<file path="config.mk">
export PLATFORM = sky130hd
export DESIGN_NAME = sent_tx_crc_gen
export DESIGN_NICKNAME = d
export VERILOG_FILES = /design/src/rtl/sent_tx_crc_gen.sv
export SDC_FILE = /design/constraint.sdc
export NUM_CORES = 1
export LEC_CHECK = 0
export BUFFER_PORTS_ARGS = -buffer_cell sky130_fd_sc_hd__buf_2
export CAP_MARGIN = 25
export CORE_ASPECT_RATIO = 0.75
export CORE_MARGIN = 2
export CORE_UTILIZATION = 30
export DETAILED_ROUTE_END_ITERATION = 10
export HOLD_SLACK_MARGIN = 0.15
export PLACE_DENSITY = 0.6
export RECOVER_POWER = 100
export SETUP_SLACK_MARGIN = 0.1
export SLEW_MARGIN = 20
export SYNTH_ARGS = -nofsm -noshare
export SYNTH_HDL_FRONTEND = slang
export SYNTH_SLANG_ARGS = --single-unit
</file>
<file path="constraint.sdc">
create_clock -name clk_tx -period 2.31 [get_ports clk_tx]
set_input_delay 0.462 -clock clk_tx [delete_from_list [all_inputs] [get_ports clk_tx]]
set_output_delay 0.462 -clock clk_tx [all_outputs]
set_load 0.02 [all_outputs]
</file>
<file path="src/rtl/sent_tx_crc_gen.sv">
// Transmit-side SENT CRC generator.
// Bit-serial LFSR producing CRC4 (fast / short-serial) or CRC6 (enhanced serial)
// over a latched message, one bit per clock, with start/busy/valid handshake.
module sent_tx_crc_gen #(
  parameter logic [3:0] SEED4 = 4'b0101,
  parameter logic [5:0] SEED6 = 6'b010101,
  parameter logic [4:0] POLY4 = 5'b11101,
  parameter logic [6:0] POLY6 = 7'b1011001
) (
  input  logic        clk_tx,
  input  logic        reset_tx,
  input  logic        start_crc,
  input  logic [2:0]  enable_crc_gen,
  input  logic [23:0] data_in,
  output logic        busy,
  output logic        crc_valid,
  output logic [5:0]  crc_out,
  output logic        mode_err
);

  typedef enum logic {
    IDLE,
    SHIFT
  } state_e;

  typedef enum logic [2:0] {
    MODE_FAST  = 3'b001,
    MODE_SHORT = 3'b100,
    MODE_ENH   = 3'b101
  } mode_e;

  // Final counter load is L-1, where L = data bits + CRC width.
  localparam logic [4:0] LAST_FAST  = 5'd27;
  localparam logic [4:0] LAST_SHORT = 5'd15;
  localparam logic [4:0] LAST_ENH   = 5'd29;

  state_e      state_q, state_n;
  logic [23:0] data_q, data_n;
  logic        crc6_q, crc6_n;
  logic [5:0]  lfsr_q, lfsr_n;
  logic [4:0]  count_q, count_n;
  logic        busy_n;
  logic        valid_n;
  logic [5:0]  crc_n;
  logic        err_n;

  // Mode decode results
  logic        mode_ok;
  logic        mode_crc6;
  logic [4:0]  mode_last;
  logic [23:0] mode_data;
  logic [5:0]  mode_seed;

  // LFSR step results
  logic        bit_in;
  logic        fb;
  logic [5:0]  lfsr_step;

  // Decode the requested mode into message alignment, seed, CRC width and length.
  // The message is left-aligned so the serial bit is always data_q[23] and the
  // k trailing zero bits shift in for free once the data has been consumed.
  always_comb begin
    mode_ok   = 1'b0;
    mode_crc6 = 1'b0;
    mode_last = '0;
    mode_data = '0;
    mode_seed = '0;
    case (enable_crc_gen)
      MODE_FAST: begin
        mode_ok   = 1'b1;
        mode_last = LAST_FAST;
        mode_data = data_in;
        mode_seed = {2'b00, SEED4};
      end
      MODE_SHORT: begin
        mode_ok   = 1'b1;
        mode_last = LAST_SHORT;
        mode_data = {data_in[11:0], 12'h000};
        mode_seed = {2'b00, SEED4};
      end
      MODE_ENH: begin
        mode_ok   = 1'b1;
        mode_crc6 = 1'b1;
        mode_last = LAST_ENH;
        mode_data = data_in;
        mode_seed = SEED6;
      end
      default: begin
        mode_ok = 1'b0;
      end
    endcase
  end

  // One LFSR shift: feed the next message bit, fold the polynomial on feedback.
  always_comb begin
    bit_in    = data_q[23];
    fb        = 1'b0;
    lfsr_step = '0;
    if (crc6_q) begin
      fb        = lfsr_q[5];
      lfsr_step = {lfsr_q[4:0], bit_in} ^ (fb ? POLY6[5:0] : 6'b000000);
    end else begin
      fb        = lfsr_q[3];
      lfsr_step = {2'b00, lfsr_q[2:0], bit_in} ^ (fb ? {2'b00, POLY4[3:0]} : 6'b000000);
    end
  end

  // Next-state and registered-output logic for the IDLE/SHIFT controller.
  always_comb begin
    state_n = state_q;
    data_n  = data_q;
    crc6_n  = crc6_q;
    lfsr_n  = lfsr_q;
    count_n = count_q;
    busy_n  = busy;
    valid_n = 1'b0;
    crc_n   = crc_out;
    err_n   = 1'b0;
    case (state_q)
      IDLE: begin
        if (start_crc) begin
          if (mode_ok) begin
            data_n  = mode_data;
            crc6_n  = mode_crc6;
            lfsr_n  = mode_seed;
            count_n = mode_last;
            busy_n  = 1'b1;
            state_n = SHIFT;
          end else begin
            err_n = 1'b1;
          end
        end
      end
      SHIFT: begin
        data_n  = {data_q[22:0], 1'b0};
        lfsr_n  = lfsr_step;
        count_n = count_q - 5'd1;
        if (count_q == '0) begin
          count_n = '0;
          crc_n   = lfsr_step;
          valid_n = 1'b1;
          busy_n  = 1'b0;
          state_n = IDLE;
        end
      end
      default: begin
        state_n = IDLE;
        busy_n  = 1'b0;
      end
    endcase
  end

  // State and output registers; synchronous reset clears everything.
  always_ff @(posedge clk_tx) begin
    if (reset_tx) begin
      state_q   <= IDLE;
      data_q    <= '0;
      crc6_q    <= 1'b0;
      lfsr_q    <= '0;
      count_q   <= '0;
      busy      <= 1'b0;
      crc_valid <= 1'b0;
      crc_out   <= '0;
      mode_err  <= 1'b0;
    end else begin
      state_q   <= state_n;
      data_q    <= data_n;
      crc6_q    <= crc6_n;
      lfsr_q    <= lfsr_n;
      count_q   <= count_n;
      busy      <= busy_n;
      crc_valid <= valid_n;
      crc_out   <= crc_n;
      mode_err  <= err_n;
    end
  end

endmodule

</file>
# Yosys cells after proc, flatten, opt, wreduce, memory -nomap -nowiden
# Index checks and enable logic that the tools add are counted.
[op_classes] addsub=1 n_eq_ne=6 mux=28 bitwise=4 reduce_logical=10
[op_table] operator="$pmux W24 S2" n=2
[op_table] operator="$mux W24" n=2
[op_table] operator="$mux W5" n=4
[op_table] operator="$pmux W5 S2" n=2
[op_table] operator="$mux W6" n=3
[op_table] operator="$pmux W5 S3" n=1
[op_table] operator="$pmux W6 S2" n=1
[op_table] operator="$mux W1" n=10
[op_table] operator="$eq A3 B3 Y1 const B" n=2
[op_table] operator="$reduce_and A3 Y1" n=2
[op_table] operator="$reduce_or A2 Y1" n=3
[op_table] operator="$reduce_or A3 Y1" n=2
[op_table] operator="$xor A6 B5 Y6" n=1
[op_table] operator="$logic_not A5 Y1" n=1
[op_table] operator="$sub A5 B1 Y5 const B" n=1
[op_table] operator="$mux W4" n=1
[op_table] operator="$ne A2 B2 Y1 const B" n=2
[op_table] operator="$pmux W1 S2" n=2
[op_table] operator="$reduce_and A2 Y1" n=2
[op_table] operator="$xor A4 B4 Y4" n=1
[op_table] operator="$eq A3 B1 Y1 const B" n=1
[op_table] operator="$ne A2 B1 Y1 const B" n=1
[op_table] operator="$not A1 Y1" n=2
[word_totals] regBits=46 input_bits=30 output_inout_bits=9 wordCells=58

# Longest topological paths before layout
# Gate-level depths: netlist of the first run.
[depth] depth_word=6 mapped_depth=6

# Worst setup path before layout of the first run
# OpenSTA, ideal clock, no wires.
[synth_path] kind="input -> register" from="input start_crc" to="register data_q[11]" setup_ns=0.128 t_arrival_ns=1.400 required_time_ns=2.182 path_slack_ns=0.783 path_stages=6 n_path_buf=2 cell_sequence="nor2b_2 -> and3b_1 -> buf_2 -> buf_4 -> a222oi_1 -> nor2_1"
[synth_via] elab_chain_cells=2
[synth_rtl] element="start, declared" line_no="12" source="input logic start_crc,"
[synth_rtl] element="$ne A2 B2 Y1 (no line)"
[synth_rtl] element="$reduce_and A2 Y1 (no line)"
[synth_rtl] element="end signal, assigned" line_no="167" source="data_q <= data_n;"
[synth_rtl] element="end, declared" line_no="38" source="logic [23:0] data_q, data_n;"
# Every way passes these cells.
# A chain may end at the register's enable or synchronous reset.

# Final worst setup path of the first run
[layout_path] from="input enable_crc_gen[0]" to="register lfsr_q[2]"
[layout_via] elab_chain_cells=6 elab_cells_between_ends=12 classes_between="4 x eq/ne; 5 x mux; 3 x reduce/logical"
[layout_rtl] element="start, declared" line_no="13" source="input logic [2:0] enable_crc_gen,"
[layout_rtl] element="$eq A3 B3 Y1 / $eq A3 B1 Y1 (equally long branches)" line_no="68" source="case (enable_crc_gen)"
[layout_rtl] element="$reduce_or A2 Y1 (no line)"
[layout_rtl] element="$pmux W5 S2" line_no="68"
[layout_rtl] element="$mux W6" line_no="122" source="if (mode_ok) begin"
[layout_rtl] element="$mux W6" line_no="121" source="if (start_crc) begin"
[layout_rtl] element="$pmux W6 S2" line_no="119" source="case (state_q)"
[layout_rtl] element="end signal, assigned" line_no="169" source="lfsr_q <= lfsr_n;"
[layout_rtl] element="end, declared" line_no="40" source="logic [5:0] lfsr_q, lfsr_n;"
# Parallel ways exist; a longest one is shown, timed or not. The select of a mux whose other input is x is not followed.

==> results of run 1 <==
[final cells by class]
| type | instances | area, sq um | area share |
|---|---|---|---|
| multi-input combinational | 153 | 932.1 | 0.4100 |
| timing repair buffer | 44 | 217.7 | 0.09576 |
| sequential | 46 | 920.9 | 0.4051 |
| clock inverter | 3 | 21.27 | 0.009356 |
| clock buffer | 5 | 68.82 | 0.03027 |
| tap | 81 | 101.3 | 0.04458 |
| inverter | 3 | 11.26 | 0.004953 |
[critical path: stages]
cell and delay [ns]:
buf_2 0.14, or2_0 0.31, a21oi_2 0.69, clkbuf_1 0.29, nand2_1 0.09, a31oi_1 0.15
[cells by family after synthesis]
family	synth area share
adder cells (fa/ha/maj)	0.006405
flip-flops	0.4715
XOR/XNOR	0.02243
AO/OA/AOI/OAI	0.2550
AND/OR/NAND/NOR	0.1845
buffers and inverters	0.04933
multiplexers	0.01089
[registers in the layout (all words and copies together) (netlist names)]
signal     cells
data_q        24
crc_out        6
lfsr_q         6
count_q        5
busy           1
crc6_q         1
crc_valid      1
mode_err       1
state_q        1
[Yosys cell counts (all sizes together) (4+ instances only)]
cell     n  area (sq um)
buf     11         62.56
clkbuf   6         22.52
nor2    31         116.4
nand2b   4         25.02
a211oi  14         105.1
a31oi    4         25.02
a221oi  12         105.1
o21ai    8         40.04
a222oi  11         110.1
nand3    4         20.02
a21oi    9         56.31
nand2   30         112.6
dfxtp   46         920.9
[cell usage in the layout (no fill, tap or decap), types with 2 or more instances in the layout]
master / netlist / routed
a211oi_1: 14 / 14
a21o_1: 3 / 3
a21oi_1: 8 / 8
a221oi_1: 12 / 12
a222oi_1: 11 / 11
a22oi_1: 2 / 2
a31oi_1: 4 / 4
buf_2: 8 / 29
buf_4: 3 / 4
clkbuf_1: 6 / 10
clkbuf_8: 0 / 5
dfxtp_1: 46 / 46
inv_1: 3 / 3
nand2_1: 30 / 30
nand2b_1: 4 / 4
nand3_1: 4 / 4
nor2_1: 31 / 31
nor3_1: 2 / 2
nor4b_2: 1 / 2
o21ai_0: 8 / 8
xnor2_1: 3 / 3
xor2_1: 2 / 2
[worst min-delay path by stage]
stage | startpoint | end | slack, ns
2_1_floorplan | lfsr_q[4] | lfsr_q[4] | 0.45
3_3_place_gp | crc_out[0] | crc_out[0] | 0.44
3_5_place_dp | crc_out[0] | crc_out[0] | 0.44
4_1_cts | start_crc | mode_err | 0.39
5_1_grt | start_crc | mode_err | 0.41
6_report | start_crc | mode_err | 0.40
[metrics by stage]
stage	power [W]	cells
after floorplan	0.001067	219
after global routing	0.001717	335
after detailed placement	0.001153	327
after CTS	0.001648	335
final	0.001620	335
after global placement	0.001149	327
[where the power goes]
part | internal, W | switching (W) | leakage [nW]
registers | 0.000839 | 0.0000327 | 0.376
logic | 0.000103 | 0.000153 | 0.417
clock network | 0.000213 | 0.000279 | 0.0441
total | 0.00116 | 0.000465 | 0.837
[metal layers]
layer,global-route usage,share of wire,vias up
met5,0,0,-
met4,0.05477,0.014,0
met3,0.03711,0.051,6
met2,0.1852,0.39,49
met1,0.2214,0.54,815
li1,-,-,870
==> results by group, run 1 <==
Run status
  – Run status: complete, no violations

Synth
  – Post-synthesis register bit count: 46
  – Ys flop type: dfxtp_1
  – Ys async rst share: 0
  – Post-synthesis sequential area ratio: 0.4715
  – Cell count after synthesis: 219
  – Ys Warns: 0
  – Post-synth EDFFs: 0
  – Syn Area/Cell: 8.918 sq um
  – Cell variety after synth: 34
  – Cell Area, Synth: 1953 sq um
  – Post-synth net total: 250

Layout
  – Fillcell total: 659
  – Final core utilization: 0.3616
  – Layout cell share with drive strength beyond 1: 0.1850
  – P&R area growth vs syn: 16.40%
  – Ant. Diodes: 0
  – Cell area after layout: 2273 sq um
  – Final nets: 284

STA
  – Max transition margin: 0.4534
  – Setup Viol. Count Final: 0
  – Max Clock Freq: 527.4 MHz
  – Slew @ Worst Pin: 0.8200 ns
  – Final worst setup slack: 0.4138 ns
  – Final worst hold slack: 0.3990 ns
  – Slew Viols, Final: 0
  – Worst Skew: 0.009799 ns
  – RSZ-0062 raised after global routing: false
  – Final Hold Viols: 0
  – Tmin final: 1.896 ns
  – Setup_tns: 0 ns
  – Final period util: 0.8209

Setup path
  – CP Launch Type: primary input
  – Reg2Reg Capture Point: data_q[7]
  – R2r setup slk: 0.55 ns
  – Critical Path End: lfsr_q[2]
  – Critical Path End Type: flip-flop
  – Worst R2R Path Depth: 4
  – Peak fanout along the critical path: 18
  – Setup CP Type: primary input to flip-flop
  – CP Launch Point: enable_crc_gen[0]
  – FF-to-FF Start: state_q
  – WP data required: 2.55 ns
  – WP data arrival: 2.14 ns

Placement
  – Cell Area, Placed: 2211 sq um
  – Placement Setup Slack: 0.4268 ns
  – Port Buffers: 38
  – Post-DP HPWL: 3471 microns
  – Routability-driven placement congestion ratio: 0.7975

Detailed routing
  – DRC viols: 0
  – Via count: 1740
  – Drt via density: 5.194
  – 1st-iter DRT viols: 126
  – Pre-Repair DR Iteration Count: 5
  – Post-route ant nets: 0
  – Total Routed Length: 4914 microns
  – Wirelength per Cell: 14.67 microns

Floorplanning
  – I/O pin count: 39
  – Total core area: 6287 sq um
  – Die area: 7178 sq um
  – FP Rows: 25
  – Starting Density: 0.3106
  – DIE WIDTH: 97.17 microns
  – Die height: 73.88 microns

Job
  – Max Cap Viol: 0

CTS
  – Clk Latency, worst-skew pair: 0.30 ns
  – Bufs on Longest Clock Path: 2
  – # hold bufs at CTS: 0
  – CTS sink cnt: 46
  – CTS tree: yes
  – CTS Buf Count: 5
  – CTS-repair resized insts: 0
  – Clock slew at the register clock pins of the worst setup and hold paths: 0.09 ns
  – H-tree depth: 2
  – Root Driver: clkbuf_8
  – Post-CTS Setup Repair Bufs: 0

Worst hold path
  – Hold path cells: 3
  – Hold/Removal Path Class: primary input to flip-flop

Pwr
  – Leakage: 0.8367 nW
  – Worst vdd ir: 0.0002192 V
  – Power Density: 712.6 nW/um^2

GRT
  – Total Routing Usage GR: 0.1434
  – Vias in the first global route: 1537
  – First-pass GRT wire length: 8045 microns
  – Initial antenna violation count: 0
  – Remaining Overflow, GRT: 0
  – Largest net degree at the start of global routing: 26
Power figures use the tool's default switching activity.
==> inputs of run 2 (changes only) <==
--- a/config.mk
+++ b/config.mk
@@ -12,7 +12,7 @@
 export CORE_UTILIZATION = 30
 export DETAILED_ROUTE_END_ITERATION = 10
 export HOLD_SLACK_MARGIN = 0.15
-export PLACE_DENSITY = 0.6
+export PLACE_DENSITY = 0.61
 export RECOVER_POWER = 100
 export SETUP_SLACK_MARGIN = 0.1
 export SLEW_MARGIN = 20
==> constraint.sdc (replaced) <==
create_clock -name clk_tx -period 1.6 [get_ports clk_tx]
set_input_delay 0.32 -clock clk_tx [delete_from_list [all_inputs] [get_ports clk_tx]]
set_output_delay 0.32 -clock clk_tx [all_outputs]
set_load 0.02 [all_outputs]
==> run 2 against run 1 <==
Final cell count is 2.7% higher. Critical path type is now flip-flop to flip-flop. Sequential power is 44% higher. Cell area is 8.4% higher. First-iteration DRC count is 44% higher. Clock skew is 0.0062 ns lower. Sequential share of layout area is 3.0 points lower. Via count is 4.7% higher. Worst hold slack worse by 0.14 ns. Clock power is 76% higher. Setup slack worse by 0.26 ns. Register-to-register slack worse by 0.40 ns. Utilization is 3.0 points higher. Critical endpoint is now count_q[1].
==> results by group, run 2 (same netlist as run 1, synthesis figures left out) <==
Run status
  – Run status: complete, no violations

Floorplanning
  – FP Rows: 25
  – DIE WIDTH: 97.17 microns
  – Die area: 7178 sq um
  – I/O pin count: 39
  – Total core area: 6287 sq um
  – Die height: 73.88 microns
  – Starting Density: 0.3106

CTS
  – Bufs on Longest Clock Path: 2
  – Clk Latency, worst-skew pair: 0.30 ns
  – CTS Buf Count: 5
  – Root Driver: clkbuf_8
  – CTS sink cnt: 46
  – Clock slew at the register clock pins of the worst setup and hold paths: 0.08 ns
  – H-tree depth: 2
  – CTS tree: yes
  – # hold bufs at CTS: 0

Setup path
  – Critical Path End Type: flip-flop
  – WP data arrival: 1.65 ns
  – WP data required: 1.81 ns
  – FF-to-FF Start: count_q[0]
  – R2r setup slk: 0.15 ns
  – Worst R2R Path Depth: 7
  – Worst path slowest cell: dfxtp_2
  – CP cell instances: inv_1 -> ha_4 -> nor4b_4 -> buf_4 -> nor3b_2 -> a211oi_2 -> a211oi_1
  – Peak fanout along the critical path: 4
  – CP peak stage delay: 0.36 ns
  – Reg2Reg Capture Point: count_q[1]
  – CP Launch Type: flip-flop
  – Setup CP Type: flip-flop to flip-flop

Detailed routing
  – Wirelength per Cell: 14.84 microns
  – 1st-iter DRT viols: 181
  – Via count: 1822
  – DRC viols: 0
  – Pre-Repair DR Iteration Count: 6
  – Post-route ant nets: 0
  – Drt via density: 5.297
  – Total Routed Length: 5106 microns

Placement
  – Routability-driven placement congestion ratio: 0.7360
  – Placed Instances: 334
  – Cell Area, Placed: 2295 sq um
  – Port Buffers: 38
  – Post-DP HPWL: 3627 microns

STA
  – Final Hold Viols: 0
  – Slew @ Worst Pin: 0.2876 ns
  – Setup_tns: 0 ns
  – Final period util: 0.9062
  – Final worst hold slack: 0.2568 ns
  – Worst Skew: 0.003622 ns
  – Tmin final: 1.450 ns
  – Max transition margin: 0.8028
  – Slew Viols, Final: 0
  – Setup Viol. Count Final: 0
  – Max Clock Freq: 689.7 MHz
  – RSZ-0062 raised after global routing: true

GRT
  – First-pass GRT wire length: 8128 microns
  – Largest net degree at the start of global routing: 34
  – Vias in the first global route: 1566
  – Initial antenna violation count: 1
  – Remaining Overflow, GRT: 0
  – Total Routing Usage GR: 0.1445

Pwr
  – Leakage: 0.9168 nW
  – Worst vdd ir: 0.0003377 V
  – Power Density: 1049 nW/um^2
  – Power, Total: 0.002584 W

Worst hold path
  – Hold EP: mode_err
  – Hold path start: start_crc
  – Hold/Removal Path Class: primary input to flip-flop
  – Hold path cells: 3

Layout
  – Cell area after layout: 2464 sq um
  – Ant. Diodes: 0
  – Number of flip-flops in the largest register: 24
  – Layout cell share with drive strength beyond 1: 0.2395
  – Most frequent cells in the layout: 44 x dfxtp_1, 31 x nor2_1, 30 x nand2_1
  – Final nets: 293
  – Most common cell after layout, fill and taps aside: dfxtp_1
  – Top reg by flops: data_q
  – Regs by FF count: data_q: 24 flops, crc_out: 6 flops, lfsr_q: 6 flops
  – P&R area growth vs syn: 26.14%
  – Layout Cells excl Fill: 344

Job
  – Max Cap Viol: 0
==> run 2: worst max-delay path by stage <==
stage,startpoint,endpoint,depth (start not counted)
after floorplan,count_q[0],crc_out[1],5
after global placement,enable_crc_gen[2],data_q[14],6
after detailed placement,enable_crc_gen[1],count_q[3],5
after CTS,count_q[1],count_q[1],7
after global routing,count_q[0],count_q[1],7
final,count_q[0],count_q[1],7
==> run 2: where the power goes <==
group	switching, W	total (W)	internal [W]	leakage (nW)
Combinational	0.000251	0.000459	0.000209	0.489
Sequential	0.0000473	0.00126	0.00121	0.376
Clock	0.000398	0.000864	0.000466	0.0514
==> run 2: layout make-up <==
| cell class | instances | area [sq um] |
|---|---|---|
| clock inverter | 2 | 37.54 |
| clock buffer | 6 | 72.57 |
| sequential | 46 | 923.4 |
| fill | 625 | 3824 |
| multi-input combinational | 153 | 994.7 |
| timing repair buffer | 53 | 322.8 |
| inverter | 3 | 11.26 |
| tap | 81 | 101.3 |
==> run 2: per-layer routing <==
metal	global-route usage	part of all wire
met5	0	0.0025
met4	0.02817	0.0071
met3	0.05043	0.083
met2	0.1898	0.42
met1	0.2228	0.48
==> run 2: through the flow <==
step                        util  setup slack (ns)
final                     0.3918            0.1501
after global routing      0.3918           0.01587
after CTS                 0.3861            0.1066
after detailed placement  0.3650          0.004320
after global placement    0.3650           0.05851
after floorplan                -            0.1895
==> run 2: timing repair <==
item,CTS,global route
resized for setup,4,11
endpoints found under the setup margin,9,16
cloned,0,1
setup buffers,1,0
==> run 2: critical path, delay by kind of cell (launching register included) <==
| family | cells | cell delay, ns |
|---|---|---|
| AO/OA/AOI/OAI | 2 | 0.30 |
| adder cells (fa/ha/maj) | 1 | 0.17 |
| buffers and inverters | 2 | 0.22 |
| flip-flops | 1 | 0.36 |
| AND/OR/NAND/NOR | 2 | 0.32 |
==> inputs of run 3 (changes only) <==
--- a/config.mk
+++ b/config.mk
@@ -5,12 +5,14 @@
 export SDC_FILE = /design/constraint.sdc
 export NUM_CORES = 1
 export LEC_CHECK = 0
+export ABC_AREA = 1
 export BUFFER_PORTS_ARGS = -buffer_cell sky130_fd_sc_hd__buf_2
 export CAP_MARGIN = 25
 export CORE_ASPECT_RATIO = 0.75
 export CORE_MARGIN = 2
 export CORE_UTILIZATION = 30
 export DETAILED_ROUTE_END_ITERATION = 10
+export GPL_TIMING_DRIVEN = 0
 export HOLD_SLACK_MARGIN = 0.15
 export PLACE_DENSITY = 0.61
 export RECOVER_POWER = 100
==> run 3 against run 2 <==
Setup slack better by 0.033 ns. Clock power grew 2%. Via count grew 25%. Sequential power is essentially flat. Worst hold slack gained 0.044 ns. Clock skew rose by 0.0018 ns. Highest routed layer is now met4.
==> results by group, run 3 <==
CTS
  – CTS sink cnt: 46
  – Clock slew at the register clock pins of the worst setup and hold paths: 0.09 ns
  – Post-CTS Setup Repair Bufs: 0
  – CTS tree: yes
  – CTS Buf Count: 5
  – # hold bufs at CTS: 0
  – Clk Latency, worst-skew pair: 0.30 ns
  – Root Driver: clkbuf_8
  – H-tree depth: 2
  – Bufs on Longest Clock Path: 2

Setup path
  – WP data arrival: 1.67 ns
  – CP Launch Type: flip-flop
  – CP cell instances: inv_1 -> ha_1 -> nand2_1 -> nor2_2 -> nand2_2 -> or2_2 -> nand2_1
  – Critical Path End Type: flip-flop
  – Most used cell, CP: nand2_1
  – Worst R2R Path Depth: 7
  – Reg2Reg Capture Point: crc_out[3]
  – Setup CP Type: flip-flop to flip-flop
  – WP data required: 1.85 ns
  – CP peak stage delay: 0.33 ns
  – R2r setup slk: 0.18 ns
  – Worst path slowest cell: dfxtp_1
  – Peak fanout along the critical path: 6
  – FF-to-FF Start: count_q[0]

Layout
  – Regs by FF count: data_q: 24 flops, crc_out: 6 flops, lfsr_q: 6 flops
  – Layout Cells excl Fill: 507
  – Most common cell after layout, fill and taps aside: nand2_1
  – Fillcell total: 802
  – Register area: 920.9 sq um
  – Top reg by flops: data_q
  – P&R area growth vs syn: 18.06%
  – Layout cell share with drive strength beyond 1: 0.1502
  – Most frequent cells in the layout: 122 x nand2_1, 46 x dfxtp_1, 44 x nor2_1
  – Cell area after layout: 2765 sq um
  – Final nets: 436
  – Ant. Diodes: 0
  – Number of flip-flops in the largest register: 24
  – Multi-input gate area: 1171 sq um

Worst hold path
  – Hold path cells: 2
  – Hold EP: crc6_q
  – Hold/Removal Path Class: primary input to flip-flop
  – Hold path start: reset_tx

Synth
  – Post-synthesis sequential area ratio: 0.3932
  – Most common cell in the netlist: nand2_1
  – Cell variety after synth: 25
  – Most instantiated cells after synthesis: 125 x nand2_1, 46 x dfxtp_1, 45 x nor2_1
  – Cell Area, Synth: 2342 sq um
  – Post-Synth Simple-Gate Area: 0.4006
  – Syn Area/Cell: 6.470 sq um
  – Cell count after synthesis: 362
  – Ys async rst share: 0
  – Post-synthesis mux area share: 0
  – Share of the synthesized area in the top cell type: 0.3932
  – Synth Area in XOR/XNOR: 0.003739
  – Synth Area in Compound Gates: 0.08387
  – Post-synthesis register bit count: 46
  – Top cells by area, synth: dfxtp_1 39%, nand2_1 20%, nor2_1 7.2%
  – Post-synth EDFFs: 0
  – Synth area leader: dfxtp_1
  – Ys flop type: dfxtp_1
  – Largest family of logic cells by synthesized area: simple AND/OR/NAND/NOR gates
  – Synth Area in Adders: 0.005342
  – Post-synth net total: 393
  – Ys Warns: 0

STA
  – RSZ-0062 raised after global routing: false
  – Final worst hold slack: 0.3010 ns
  – Worst Skew: 0.005438 ns
  – Slew Viols, Final: 0
  – Setup_tns: 0 ns
  – Final period util: 0.8854
  – Setup Viol. Count Final: 0
  – Slew @ Worst Pin: 0.5129 ns
  – Tmin final: 1.417 ns
  – Final Hold Viols: 0
  – Max Clock Freq: 705.9 MHz
  – Max transition margin: 0.6581

GRT
  – Total Routing Usage GR: 0.1511
  – First-pass GRT wire length: 10050 microns
  – Largest net degree at the start of global routing: 16
  – Remaining Overflow, GRT: 0
  – Initial antenna violation count: 0
  – Vias in the first global route: 2103

Run status
  – Run status: complete, no violations

Detailed routing
  – Drt via density: 4.491
  – DRC viols: 0
  – Via count: 2277
  – Pre-Repair DR Iteration Count: 4
  – Post-route ant nets: 0
  – Wirelength per Cell: 12.06 microns
  – Total Routed Length: 6114 microns
  – 1st-iter DRT viols: 96

Floorplanning
  – I/O pin count: 39
  – Die area: 8538 sq um
  – Total core area: 7466 sq um
  – Die height: 80.52 microns
  – DIE WIDTH: 106.0 microns
  – FP Rows: 27
  – Starting Density: 0.3137

Placement
  – Cell Area, Placed: 2649 sq um
  – Placed Instances: 499
  – Port Buffers: 36
  – Post-DP HPWL: 4689 microns
  – Routability-driven placement congestion ratio: 0.8963

Job
  – Max Cap Viol: 0

Pwr
  – Worst vdd ir: 0.0003985 V
  – Leakage: 1.265 nW
  – Power Density: 918.4 nW/um^2
[run 3: cells by family (layout without fill, tap and decap cells)]
logic type	after synthesis	after routing
buffers and inverters	58	102
and+or+nand+nor	222	222
adders and majority gates	1	1
AOI/OAI and AO/OA	34	34
xor gates and xnor gates	1	1
DFF	46	46
[run 3: per-layer routing]
metal  track usage  part of all wire  up-vias
li1              -                 -     1216
met1        0.2139              0.52     1013
met2        0.2258              0.41       44
met3       0.03896             0.056        4
met4       0.04211            0.0079        0
met5             0                 0        -
[run 3: how the worst max path moves through the flow]
stage               start          to  slack [ns]  cells past startpoint
2_1_floorplan  count_q[0]  crc_out[3]        0.35                      9
3_3_place_gp   count_q[0]  crc_out[3]        0.07                      9
3_5_place_dp   count_q[0]  crc_out[3]        0.06                      9
4_1_cts        count_q[0]  crc_out[3]        0.13                      7
5_1_grt        count_q[0]  count_q[3]        0.07                      9
6_report       count_q[0]  crc_out[3]        0.18                      7
[run 3: layout make-up]
class	count	area share
clock inverter	3	0.01584
clock buffer	5	0.02489
timing repair buffer	36	0.06109
sequential	46	0.3330
buffer	18	0.04163
inverter	40	0.05430
multi-input combinational	258	0.4235
tap	101	0.04570
[run 3: power by group]
group,internal (W),leakage (nW),switching (W),total (W)
logic,0.000155,0.831,0.000271,0.000426
registers,0.00120,0.375,0.0000307,0.00123
clock network,0.000469,0.0585,0.000414,0.000882
[run 3: repair_timing]
item                                    in CTS  in global routing
pin swaps                                    0                  0
resized for setup                            1                  5
endpoints found under the setup margin       3                  4
[run 3: worst max-delay path, delay by kind of cell, from the launching register on]
family	cells	cell delay [ns]
adder cells (fa/ha/maj)	1	0.21
buffers and inverters	1	0.08
flip-flops	1	0.33
AND/OR/NAND/NOR	5	0.73
[run 3: metrics by stage]
stage / total power (W) / setup WS [ns] / utilization
floorplan: 0.001543 / 0.3499 / -
global placement: 0.001670 / 0.07251 / 0.3548
detailed placement: 0.001676 / 0.06264 / 0.3548
CTS: 0.002561 / 0.1267 / 0.3702
global route: 0.002686 / 0.07200 / 0.3704
finish: 0.002539 / 0.1834 / 0.3704
